$ cat config.mk
export PLATFORM = sky130hd
export DESIGN_NAME = delta_topic_consolidator_flat
export DESIGN_NICKNAME = d
export VERILOG_FILES = /design/src/rtl/delta_topic_consolidator_if.sv /design/src/rtl/delta_topic_consolidator.sv /design/src/flat_wrapper.sv
export SDC_FILE = /design/constraint.sdc
export NUM_CORES = 1
export LEC_CHECK = 0
export BUFFER_PORTS_ARGS = -buffer_cell sky130_fd_sc_hd__buf_2
export CAP_MARGIN = 0
export CORE_UTILIZATION = 30
export CTS_CLUSTER_DIAMETER = 50
export CTS_CLUSTER_SIZE = 12
export DETAILED_ROUTE_END_ITERATION = 10
export PLACE_DENSITY = 0.45
export SLEW_MARGIN = 40
export SYNTH_ARGS = -nofsm -noshare
export SYNTH_HDL_FRONTEND = slang
export SYNTH_SLANG_ARGS = --single-unit
$ cat constraint.sdc
create_clock -name clk -period 6.5 [get_ports clk]
set_input_delay 0.975 -clock clk [delete_from_list [all_inputs] [get_ports clk]]
set_output_delay 0.975 -clock clk [all_outputs]
set_load 0.05 [all_outputs]
$ cat src/rtl/delta_topic_consolidator_if.sv
// Topic summary handshake between the consolidator and its consumer.
// master drives the summary, slave returns topic_ready.
interface delta_topic_consolidator_if #(
  parameter int unsigned DATA_W = 8
);
  logic              topic_valid;
  logic              topic_ready;
  logic [DATA_W+2:0] topic_sum;
  logic [DATA_W-1:0] topic_peak;
  logic [2:0]        topic_peak_idx;
  logic [2:0]        topic_count;
  logic [7:0]        topic_id;

  modport master (
    output topic_valid,
    output topic_sum,
    output topic_peak,
    output topic_peak_idx,
    output topic_count,
    output topic_id,
    input  topic_ready
  );

  modport slave (
    input  topic_valid,
    input  topic_sum,
    input  topic_peak,
    input  topic_peak_idx,
    input  topic_count,
    input  topic_id,
    output topic_ready
  );
endinterface

$ cat src/rtl/delta_topic_consolidator.sv
// Collects per-theta episode salience into a slot bank and reduces each
// closed delta topic into a sum/peak/count summary on a valid/ready port.
module delta_topic_consolidator #(
  parameter int unsigned DATA_W          = 8,
  parameter logic [2:0]  THETA_PER_DELTA = 3'd4
) (
  input  logic              clk,
  input  logic              rst,
  input  logic              theta_tick,
  input  logic [2:0]        theta_cnt,
  input  logic              topic_last,
  input  logic              delta_tick,
  input  logic              ep_valid,
  input  logic [DATA_W-1:0] ep_data,
  delta_topic_consolidator_if.master topic,
  output logic              topic_drop,
  output logic [7:0]        drop_cnt,
  output logic              sync_err
);

  localparam int unsigned NS = int'(THETA_PER_DELTA) + 1;
  localparam int unsigned SW = DATA_W + 3;

  typedef enum logic [1:0] {
    S_IDLE,
    S_REDUCE,
    S_PRESENT
  } state_t;

  state_t            state_q, state_d;
  logic              wbank_q, wbank_d;
  logic              rbank;
  logic [DATA_W-1:0] bank_data_q [2][NS];
  logic [DATA_W-1:0] bank_data_d [2][NS];
  logic [NS-1:0]     bank_vld_q [2];
  logic [NS-1:0]     bank_vld_d [2];

  logic [3:0]        idx_q, idx_d;
  logic              rd_pend_q, rd_pend_d;
  logic              rd_vld_q, rd_vld_d;
  logic [DATA_W-1:0] rd_data_q, rd_data_d;
  logic [2:0]        rd_idx_q, rd_idx_d;

  logic [SW-1:0]     sum_q, sum_d;
  logic [DATA_W-1:0] peak_q, peak_d;
  logic [2:0]        pidx_q, pidx_d;
  logic [2:0]        count_q, count_d;
  logic              valid_q, valid_d;
  logic [7:0]        id_q, id_d;
  logic              drop_q, drop_d;
  logic [7:0]        drop_cnt_q, drop_cnt_d;
  logic              sync_err_q, sync_err_d;
  logic              close_d1_q, close_d1_d;

  logic close;
  logic slot_ok;
  logic accept;
  logic busy;
  logic do_swap;

  assign rbank   = ~wbank_q;
  assign close   = theta_tick & topic_last;
  assign slot_ok = theta_cnt <= THETA_PER_DELTA;
  assign accept  = (state_q == S_PRESENT) & topic.topic_ready;
  assign busy    = (state_q == S_REDUCE) |
                   ((state_q == S_PRESENT) & ~topic.topic_ready);
  assign do_swap = close & ((state_q == S_IDLE) | accept);

  // Next-state: slot capture, reducer walk, bank swap/drop, framing check.
  always_comb begin
    state_d     = state_q;
    wbank_d     = wbank_q;
    bank_data_d = bank_data_q;
    bank_vld_d  = bank_vld_q;
    idx_d       = idx_q;
    rd_pend_d   = rd_pend_q;
    rd_vld_d    = rd_vld_q;
    rd_data_d   = rd_data_q;
    rd_idx_d    = rd_idx_q;
    sum_d       = sum_q;
    peak_d      = peak_q;
    pidx_d      = pidx_q;
    count_d     = count_q;
    valid_d     = valid_q;
    id_d        = id_q;
    drop_d      = 1'b0;
    drop_cnt_d  = drop_cnt_q;
    sync_err_d  = sync_err_q;
    close_d1_d  = close;

    if (theta_tick && slot_ok) begin
      bank_data_d[wbank_q][theta_cnt] = ep_data;
      bank_vld_d[wbank_q][theta_cnt]  = ep_valid;
    end

    unique case (state_q)
      S_IDLE: begin
      end
      S_REDUCE: begin
        // Slot read is registered; accumulate the previous fetch.
        if (rd_pend_q && rd_vld_q) begin
          sum_d   = sum_q + SW'(rd_data_q);
          count_d = count_q + 3'd1;
          if (rd_data_q > peak_q) begin
            peak_d = rd_data_q;
            pidx_d = rd_idx_q;
          end
        end
        if (idx_q <= {1'b0, THETA_PER_DELTA}) begin
          rd_data_d = bank_data_q[rbank][idx_q[2:0]];
          rd_vld_d  = bank_vld_q[rbank][idx_q[2:0]];
          rd_idx_d  = idx_q[2:0];
          rd_pend_d = 1'b1;
          idx_d     = idx_q + 4'd1;
        end else begin
          rd_pend_d = 1'b0;
          valid_d   = 1'b1;
          state_d   = S_PRESENT;
        end
      end
      S_PRESENT: begin
        if (accept) begin
          valid_d = 1'b0;
          id_d    = id_q + 8'd1;
          state_d = S_IDLE;
        end
      end
      default: state_d = S_IDLE;
    endcase

    if (do_swap) begin
      wbank_d           = rbank;
      bank_vld_d[rbank] = '0;
      state_d           = S_REDUCE;
      idx_d             = '0;
      rd_pend_d         = 1'b0;
      sum_d             = '0;
      peak_d            = '0;
      pidx_d            = '0;
      count_d           = '0;
    end

    if (close && busy) begin
      bank_vld_d[wbank_q] = '0;
      drop_d              = 1'b1;
      if (drop_cnt_q != 8'hff) drop_cnt_d = drop_cnt_q + 8'd1;
    end

    if ((delta_tick != close_d1_q) || (theta_tick && !slot_ok))
      sync_err_d = 1'b1;
  end

  // Control and summary registers.
  always_ff @(posedge clk or posedge rst) begin
    if (rst) begin
      state_q    <= S_IDLE;
      wbank_q    <= 1'b0;
      bank_vld_q <= '{default: '0};
      idx_q      <= '0;
      rd_pend_q  <= 1'b0;
      rd_vld_q   <= 1'b0;
      rd_data_q  <= '0;
      rd_idx_q   <= '0;
      sum_q      <= '0;
      peak_q     <= '0;
      pidx_q     <= '0;
      count_q    <= '0;
      valid_q    <= 1'b0;
      id_q       <= '0;
      drop_q     <= 1'b0;
      drop_cnt_q <= '0;
      sync_err_q <= 1'b0;
      close_d1_q <= 1'b0;
    end else begin
      state_q    <= state_d;
      wbank_q    <= wbank_d;
      bank_vld_q <= bank_vld_d;
      idx_q      <= idx_d;
      rd_pend_q  <= rd_pend_d;
      rd_vld_q   <= rd_vld_d;
      rd_data_q  <= rd_data_d;
      rd_idx_q   <= rd_idx_d;
      sum_q      <= sum_d;
      peak_q     <= peak_d;
      pidx_q     <= pidx_d;
      count_q    <= count_d;
      valid_q    <= valid_d;
      id_q       <= id_d;
      drop_q     <= drop_d;
      drop_cnt_q <= drop_cnt_d;
      sync_err_q <= sync_err_d;
      close_d1_q <= close_d1_d;
    end
  end

  // Slot payload storage; qualified by the valid bits, so no reset.
  always_ff @(posedge clk) begin
    bank_data_q <= bank_data_d;
  end

  assign topic.topic_valid    = valid_q;
  assign topic.topic_sum      = sum_q;
  assign topic.topic_peak     = peak_q;
  assign topic.topic_peak_idx = pidx_q;
  assign topic.topic_count    = count_q;
  assign topic.topic_id       = id_q;
  assign topic_drop           = drop_q;
  assign drop_cnt             = drop_cnt_q;
  assign sync_err             = sync_err_q;

endmodule

$ cat src/flat_wrapper.sv
// flat-port wrapper written by rule: the top's interface ports become plain ports
module delta_topic_consolidator_flat 
#(
  parameter int unsigned DATA_W          = 8,
  parameter logic [2:0]  THETA_PER_DELTA = 3'd4
)
  (clk, rst, theta_tick, theta_cnt, topic_last, delta_tick, ep_valid, ep_data, topic_drop, drop_cnt, sync_err, topic_topic_valid, topic_topic_sum, topic_topic_peak, topic_topic_peak_idx, topic_topic_count, topic_topic_id, topic_topic_ready);
  delta_topic_consolidator_if #(.DATA_W(DATA_W)) topic_i ();
  input  logic clk;
  input  logic rst;
  input  logic theta_tick;
  input  logic [2:0] theta_cnt;
  input  logic topic_last;
  input  logic delta_tick;
  input  logic ep_valid;
  input  logic [DATA_W-1:0] ep_data;
  output logic topic_drop;
  output logic [7:0] drop_cnt;
  output logic sync_err;
  output wire logic [$bits(topic_i.topic_valid)-1:0] topic_topic_valid;
  output wire logic [$bits(topic_i.topic_sum)-1:0] topic_topic_sum;
  output wire logic [$bits(topic_i.topic_peak)-1:0] topic_topic_peak;
  output wire logic [$bits(topic_i.topic_peak_idx)-1:0] topic_topic_peak_idx;
  output wire logic [$bits(topic_i.topic_count)-1:0] topic_topic_count;
  output wire logic [$bits(topic_i.topic_id)-1:0] topic_topic_id;
  input wire logic [$bits(topic_i.topic_ready)-1:0] topic_topic_ready;
  assign topic_topic_valid = topic_i.topic_valid;
  assign topic_topic_sum = topic_i.topic_sum;
  assign topic_topic_peak = topic_i.topic_peak;
  assign topic_topic_peak_idx = topic_i.topic_peak_idx;
  assign topic_topic_count = topic_i.topic_count;
  assign topic_topic_id = topic_i.topic_id;
  assign topic_i.topic_ready = topic_topic_ready;
  delta_topic_consolidator #(.DATA_W(DATA_W), .THETA_PER_DELTA(THETA_PER_DELTA)) u_core (.clk(clk), .rst(rst), .theta_tick(theta_tick), .theta_cnt(theta_cnt), .topic_last(topic_last), .delta_tick(delta_tick), .ep_valid(ep_valid), .ep_data(ep_data), .topic(topic_i), .topic_drop(topic_drop), .drop_cnt(drop_cnt), .sync_err(sync_err));
endmodule
== Word level (Yosys, flattened, before mapping) ==
Cells that the tools add are included.

* Flip-flop bits (word level): 155

* Bitwise operators: 16
* Order comparisons: 13
* Mux-type cells: 56
* Reductions and logical operators: 24
* Equality and inequality tests: 9
* Add/subtract/negate cells: 5

{| class="wikitable"
|+ Operator list
! operator !! number
|-
| 40-bit two-way mux || 4
|-
| 80-bit bitwise mux || 1
|-
| 8-bit two-way mux || 7
|-
| 40-bit demux with 1-bit select || 1
|-
| 11-bit two-way mux || 3
|-
| 10-bit two-way mux || 3
|-
| 5-bit two-way mux || 6
|-
| 8-bit binary-select mux with 3-bit select || 1
|-
| 8-bit demux with 3-bit select || 1
|-
| 3-bit two-way mux || 7
|-
| 10-bit bitwise AND || 2
|-
| 10-bit NOT || 2
|-
| 8-bit by 1-bit adder with 8-bit output, second input constant || 2
|-
| 5-bit demux with 1-bit select || 3
|-
| 4-bit two-way mux || 3
|-
| 11-bit by 8-bit adder with 11-bit output || 1
|-
| 10-bit bitwise mux || 1
|-
| 2-bit AND reduction || 5
|-
| 2-bit nonzero test || 5
|-
| 3-bit AND reduction || 3
|-
| 4-bit >= comparator, second input constant || 2
|-
| 8-bit > comparator || 1
|-
| 1-bit logical AND || 8
|-
| 3-bit by 4-bit < comparator with 1-bit output, second input constant || 2
|-
| 30 further kinds || 49
|}

== Logic depth before layout (Yosys ltp) ==
Gate-level depths: netlist of the first run.

* Word-level depth: 12
* Gate-level depth with buffers: 10
* Depth with buffers taken out: 7

== Least setup slack after synthesis of the first run ==
OpenSTA, ideal clock, no wires.

* Path kind: in2reg
* Start point: input port theta_cnt[2]
* End point: register u_core.bank_vld_q[6] in the netlist's numbering
* Stages on the path: 4
* Slack: 3.869 ns
* Data required time: 6.372 ns
* Buffers on the path: 1
* Arrival: 2.503 ns
* Path through: clkbuf_1 nor4_1 mux2i_1 nor2_1

{| class="wikitable"
|+ RTL lines
! item !! line !! RTL
|-
| start, declared || flat_wrapper.sv:12 || <nowiki>input logic [2:0] theta_cnt;</nowiki>
|-
| end signal, assigned || delta_topic_consolidator.sv:177 || <nowiki>bank_vld_q <= bank_vld_d;</nowiki>
|-
| end, declared || delta_topic_consolidator.sv:35 || <nowiki>logic [NS-1:0] bank_vld_q [2];</nowiki>
|}

== Final worst setup path of the first run ==
* Start point: register u_core.state_q[0]
* End point: register u_core.peak_q[3], in the netlist u_core.topic.topic_peak[3]

* Cells in the longest elaborated chain, start to end: 6
* Elaborated cells between the ends (all ways): 11
* Those cells by class: 2 x eq/ne; 1 x mux; 3 x bitwise; 5 x reduce/logical

{| class="wikitable"
|+ RTL lines
! item !! line !! RTL
|-
| start, declared || delta_topic_consolidator.sv:30 || <nowiki>state_t state_q, state_d;</nowiki>
|-
| start signal, assigned || delta_topic_consolidator.sv:175 || <nowiki>state_q <= state_d;</nowiki>
|-
| 2-bit equality test || delta_topic_consolidator.sv:64 || <nowiki>assign accept = (state_q == S_PRESENT) & topic.topic_ready;</nowiki>
|-
| 1-bit bitwise AND || delta_topic_consolidator.sv:64 ||
|-
| 1-bit bitwise OR || delta_topic_consolidator.sv:67 || <nowiki>assign do_swap = close & ((state_q == S_IDLE) | accept);</nowiki>
|-
| 1-bit bitwise AND || delta_topic_consolidator.sv:67 ||
|-
| 2-bit nonzero test (no source line) || -- ||
|-
| 3-bit AND reduction (no source line) || -- ||
|-
| end signal, assigned || delta_topic_consolidator.sv:184 || <nowiki>peak_q <= peak_d;</nowiki>
|-
| end, declared || delta_topic_consolidator.sv:45 || <nowiki>logic [DATA_W-1:0] peak_q, peak_d;</nowiki>
|}

Parallel ways exist; a longest one is shown, timed or not.
A chain may end at the register's enable or synchronous reset.

==> metrics.cfg, run 1 <==
[run_status]
status = complete, no violations

[route]
first_iter_violations = 275
drc = 0
wire_per_inst_microns = 16.48
vias = 4118
avgViaCountPerCell = 4.777
wl_microns = 14200
postRouteAntennaNets = 0
dr.pass1.iters = 4

[pwr]
peakVddDrop_v = 0.0001625
power_leakage_nw = 3.392
p_per_area_mw_per_mm2 = 411.6

[cells_and_area]
multi_input_area_sq_mm = 0.002446
drive_gt1_share_pct = 24.05
seq_area_sq_mm = 0.004280
syn2layout_area_growth_pct = 18.20
utilization_pct = 36.64
final.fill_count = 2144
n_antenna_cell = 0
layout.nets = 609

[die]
start_util_pct = 30.99
core_area_sq_mm = 0.02209
pin_count = 62
fp.dieW_microns = 153.1
fp.dieH_microns = 153.1
rows = 54
dieArea_sq_mm = 0.02343

[timing]
grt_setup_unrepaired = no
slew_headroom_pct = 47.94
max_freq_mhz = 387.8
fin_crit_sh_pct = 39.67
worstMarginPinSlew_ns = 0.7780
hold_viol = 0
setup_viol = 0
tns_ns = 0
final-max-slew-violation-count = 0
clock_skew_ns = 0.01175
period_minus_slack_ns = 2.579

[setup_path]
cp-start-kind = flop
end_kind = flop
crit_arrival_ns = 2.88
slowest_stage = a22oi_2
cp_slowest_stage_delay_ns = 0.67
cp_max_fo = 21
crit_path_cell_trace = nor2b_1 > nand3_1 > nor2_1 > a22oi_2 > mux2_2
crit_type = flop to flop
worstPathRequired_ns = 6.80

[cts]
cts_tree = done
clkSlewWorstSetupHoldPaths_ns = 0.07
clockRootBuffer = clkbuf_16
post_cts_buffers = 0
insertion_delay_ns = 0.42
clk_path_buf_depth = 2
clock_sinks = 155
cts_resized = 0
ctsHoldBuffers = 0
numCtsBuffers = 17
cts_max_level = 4

[synth]
synth-warning-count = 0
synth.avg_cell_area_sq_um = 13.61
postSynthCellCount = 503
async_reset_ff_share_pct = 48.39
netlist_area_sq_mm = 0.006848
synth_edf_count = 80
syn_nets = 543
synth_seq_cells = 155
ys_types = 47
yosysSeqAreaShare_pct = 62.49
synthFlopType = edfxtp_1

[placement]
hpwl_microns = 9683
place.gp.congestion = 0.7497
io_buffers = 61

[global_route]
antenna_found_initial = 0
grt_max_degree = 76
grtUsageTotal_pct = 13.21
grt_pass1_vias = 4254
gr-total-overflow = 0
grt_pass1_wl_microns = 23710

[flow_run]
max-cap-violations = 0

[min_path]
hold_path_class = flop to flop

[registers in the layout, summed over array words and instances (netlist names), 4 cells and up]
name,cells
u_core.bank_data_q,80
u_core.bank_vld_q,10
u_core.topic.topic_peak,8
u_core.topic.topic_sum,11
u_core.topic.topic_id,8
u_core.drop_cnt,8
u_core.idx_q,4
u_core.rd_data_q,8
[critical path: cells and delay by family (launching register included)]
| family | cells | cell delay (ns) |
|---|---|---|
| simple gates | 3 | 0.85 |
| flops | 1 | 0.52 |
| mux | 1 | 0.42 |
| compound gates | 1 | 0.67 |
[placed cells by master, fill, tap and decap left out, drive strengths merged, types with 2 or more instances in the layout]
master and instances:
o21ai 29, buf 68, clkinvlp 2, mux2 9, o211ai 4, xor2 12, and4 2, nand3 21
mux4 18, nor2b 2, nand2 35, xnor2 14, nor3 15, or3 4, nor2 27, a21oi 26
nand2b 3, edfxtp 80, a211oi 2, inv 26, nand4 3, nor3b 2, nor4 2, clkbuf 17
o21a 2, clkinv 5, dfrtp 75, mux2i 32, ha 21, and3 6, a21o 3
[path summary, 6_finish.rpt]
check / start / end / slack, ns / cells after the start
hold reg to reg: u_core.topic.topic_id[7] / u_core.topic.topic_id[7] / 0.47 / 1
min in group asynchronous: rst / u_core.topic.topic_sum[8] / 0.73 / 3
setup reg to reg: u_core.state_q[0] / u_core.topic.topic_peak[3] / 3.92 / 5
max in group asynchronous: rst / u_core.wbank_q / 5.26 / 3
setup / recovery: u_core.state_q[0] / u_core.topic.topic_peak[3] / 3.92 / 5
hold / removal: u_core.topic.topic_id[7] / u_core.topic.topic_id[7] / 0.47 / 1
[where the power goes]
group	leakage [nW]	switching [mW]	internal [mW]
Clock	0.284	0.440	0.543
Sequential	1.72	0.132	1.18
Combinational	1.39	0.653	0.386
Total	3.39	1.23	2.11
[per-stage QoR]
step           setup WS (ns)  area [sq um]  power (mW)  hold slack [ns]  instances
3_5_place_dp           3.870          7510       2.390           0.4609        830
2_1_floorplan          3.615          6848       2.113           0.4498        503
6_report               3.921          8094       3.331           0.4667        862
4_1_cts                3.908          8093       3.384           0.4724        862
5_1_grt                3.704          8094       3.547           0.5096        862
3_3_place_gp           3.635          7480       2.360           0.4514        830
[kinds of logic after synthesis]
kind of cell    synth area share [%]
flops                          62.49
simple gates                   9.026
compound gates                 6.432
mux                            12.08
buf+inv                        2.522
xor+xnor                       3.325
fa+ha+maj                      4.129
[cells in the mapped netlist (2+ instances only)]
cell / instances / area [sq um]
a211oi_1: 2 / 15.01
a21o_1: 3 / 22.52
a21oi_1: 25 / 125.1
and3_1: 6 / 37.54
and4_1: 2 / 17.52
buf_2: 12 / 60.06
buf_4: 2 / 15.01
clkbuf_1: 7 / 26.28
dfrtp_1: 75 / 1877
edfxtp_1: 80 / 2402
ha_1: 21 / 262.8
inv_1: 19 / 71.32
mux2_2: 9 / 101.4
mux2i_1: 32 / 320.3
mux4_2: 18 / 405.4
nand2_1: 35 / 131.4
nand2b_1: 3 / 18.77
nand3_1: 21 / 105.1
nand4_1: 3 / 18.77
nor2_1: 27 / 101.4
nor2b_1: 2 / 12.51
nor3_1: 14 / 70.07
nor3b_1: 2 / 15.01
nor4_1: 2 / 12.51
o211ai_1: 4 / 30.03
o21ai_0: 29 / 145.1
or3_1: 4 / 25.02
xnor2_1: 14 / 122.6
xor2_1: 12 / 105.1
[metal layers]
layer | global-route usage, % | vias up | wire length [microns] | part of all wire, %
met5 | 0 | - | 0 | 0
met1 | 17.86 | 2048 | 6976 | 49
met2 | 20.77 | 65 | 6636 | 47
li1 | - | 1997 | - | -
met4 | 4.329 | 0 | 131 | 0.92
met3 | 3.232 | 8 | 457 | 3.2
[final cells by class]
cell class | count | share of cell area [%]
multi-input cells | 308 | 30.22
clock buffers | 17 | 5.256
clock inverters | 15 | 1.948
inverters | 19 | 0.8966
well taps | 280 | 4.328
flip-flops and latches | 155 | 52.88
repair buffers | 68 | 4.467
No activity file was read; power rests on OpenSTA's default activity.
==> run 2: changes to the inputs <==
--- a/config.mk
+++ b/config.mk
@@ -11,7 +11,7 @@
 export CTS_CLUSTER_DIAMETER = 50
 export CTS_CLUSTER_SIZE = 12
 export DETAILED_ROUTE_END_ITERATION = 10
-export PLACE_DENSITY = 0.45
+export PLACE_DENSITY = 0.47
 export SLEW_MARGIN = 40
 export SYNTH_ARGS = -nofsm -noshare
 export SYNTH_HDL_FRONTEND = slang
==> constraint.sdc (replaced) <==
create_clock -name clk -period 2.3 [get_ports clk]
set_input_delay 0.345 -clock clk [delete_from_list [all_inputs] [get_ports clk]]
set_output_delay 0.345 -clock clk [all_outputs]
set_load 0.05 [all_outputs]
==> run 2 against run 1 <==
Against the previous run: clock skew is 0.00061 ns lower; flip-flop and latch count unchanged; power grew to 2.9 times the previous value; first-iteration DRC count fell by 37%; hold slack lost 0.23 ns; critical endpoint is now u_core.topic.topic_peak[5]; largest power group unchanged.
==> metrics.cfg, run 2 (same netlist as run 1, synthesis figures left out) <==
[cts]
numCtsBuffers = 17
clockRootBuffer = clkbuf_16
clkSlewWorstSetupHoldPaths_ns = 0.06
clock_sinks = 155
cts_tree = done
insertion_delay_ns = 0.42
clk_path_buf_depth = 2
cts_max_level = 4

[timing]
tns_ns = 0
fin_crit_sh_pct = 91.77
setup_viol = 0
grt_setup_unrepaired = no
hold_viol = 0
slew_headroom_pct = 46.39
worstMarginPinSlew_ns = 0.8012
final-max-slew-violation-count = 0
period_minus_slack_ns = 2.111
max_freq_mhz = 473.8
clock_skew_ns = 0.01114

[cells_and_area]
syn2layout_area_growth_pct = 19.79
largest_register_ffs = 80
layout_common_cells = 80 x edfxtp_1, 74 x dfrtp_1, 61 x buf_2, 35 x nand2_1, 32 x mux2i_1
n_antenna_cell = 0
drive_gt1_share_pct = 24.24
multi_input_area_sq_mm = 0.002415
seq_area_sq_mm = 0.004280
layout.nets = 621
regMostFlops = u_core.bank_data_q
final.fill_count = 2118
final_common_cell = edfxtp_1
fin_cells = 874

[die]
rows = 54
fp.dieW_microns = 153.1
core_area_sq_mm = 0.02209
start_util_pct = 30.99
pin_count = 62
fp.dieH_microns = 153.1
dieArea_sq_mm = 0.02343

[global_route]
antenna_found_initial = 0
grt_pass1_wl_microns = 23580
grt_pass1_vias = 4368
grt_max_degree = 55
gr-total-overflow = 0
grtUsageTotal_pct = 13.08

[setup_path]
ff2ff_path_depth = 7
cp-start-kind = flop
rrSetupSlack_ns = 0.19
r2r-end = u_core.topic.topic_peak[5]
crit_start = u_core.rd_data_q[7]
cp_max_fo = 7
worstPathRequired_ns = 2.60
r2r_start = u_core.rd_data_q[7]
crit_arrival_ns = 2.41
end_kind = flop
crit_type = flop to flop

[pwr]
power_frac_seq_pct = 38.7
p_int_mw = 6.224
peakVddDrop_v = 0.0004594
p_clk_share_pct = 29.8
power_leakage_nw = 3.456
swShare_pct = 34.99
combPwrFrac_pct = 31.5
p_per_area_mw_per_mm2 = 1167
p_switching_mw = 3.349

[min_path]
hold_path_class = input pin to flop
whs_path_depth = 1
worstHoldEndpoint = u_core.bank_data_q[24]
hp-start = ep_data[0]

[route]
drc = 0
avgViaCountPerCell = 4.772
postRouteAntennaNets = 0
wl_microns = 14270
wire_per_inst_microns = 16.32
vias = 4171
dr.pass1.iters = 4
first_iter_violations = 172

[placement]
place.gp.congestion = 0.7862
dp.cells = 841
io_buffers = 61
hpwl_microns = 9840

[run_status]
status = complete, no violations

[flow_run]
max-cap-violations = 0

run 2: changes by cell type in the layout (fill, tap and decap cells not counted), moves of 2 or more:
cell       before  now
buf_4           6   15
bufinv_16       1    3
nor3_1         12   14
clkbuf_1        0    2
nor3_4          3    0
inv_8           3    0
buf_12          0    3
run 2: what timing repair did:
| action | CTS | global route |
|---|---|---|
| endpoints found under the setup margin | 0 | 2 |
| hold buffers | 1 | 0 |
| endpoints found under the hold margin | 21 | 0 |
| buffers inserted | 0 | 0 |
| resized for setup | 0 | 1 |
run 2: power groups by stage:
stage	registers (mW)	logic, mW	clock network, mW
floorplan	4.14	1.84	0
global placement	3.74	3.02	0
detailed placement	3.76	3.06	0
CTS	3.71	3.07	2.93
global route	3.77	3.36	3.04
finish	3.71	3.01	2.86
run 2: how the worst max path moves through the flow:
| stage | endpoint | slack (ns) |
|---|---|---|
| detailed placement | u_core.topic.topic_sum[10] | 0.1 |
| global route | u_core.topic.topic_peak[5] | 0.02 |
| floorplan | u_core.topic.topic_peak[1] | -0.02 |
| CTS | u_core.topic.topic_sum[10] | 0.07 |
| global placement | u_core.topic.topic_sum[8] | 0.15 |
| finish | u_core.topic.topic_peak[5] | 0.19 |
run 2: per-stage QoR:
stage          power (mW)  setup slack, ns  cell area, sq um  util, %  hold WS, ns
2_1_floorplan       5.971         -0.01521              6848        -       0.4439
3_3_place_gp        6.765           0.1460              7590    34.35       0.3486
3_5_place_dp        6.826          0.09539              7590    34.35       0.3513
4_1_cts             9.710          0.07115              8197    37.10       0.2287
5_1_grt             10.17          0.02202              8203    37.13       0.2442
6_report            9.573           0.1892              8203    37.13       0.2357
run 2: layout make-up:
cell class | instances | share of cell area (%)
flip-flops and latches | 155 | 52.18
repair buffers | 80 | 5.949
well taps | 280 | 4.271
inverters | 19 | 0.8847
multi-input cells | 308 | 29.44
clock inverters | 13 | 1.998
clock buffers | 19 | 5.278
run 2: worst max-delay path, stage by stage, from the launching register on:
cell     delay (ns)
dfrtp_1        0.42
ha_1           0.33
nand4_1        0.13
nor3_1         0.26
nor2_1         0.07
a22oi_1        0.22
buf_4          0.21
mux2_2         0.34
run 2: routing by layer:
layer	part of all wire (%)	global-route usage (%)	routed length [microns]
met3	3.0	3.119	435
met1	47	17.07	6725
met4	1.5	5.002	220
met5	0	0	0
met2	48	21.03	6886
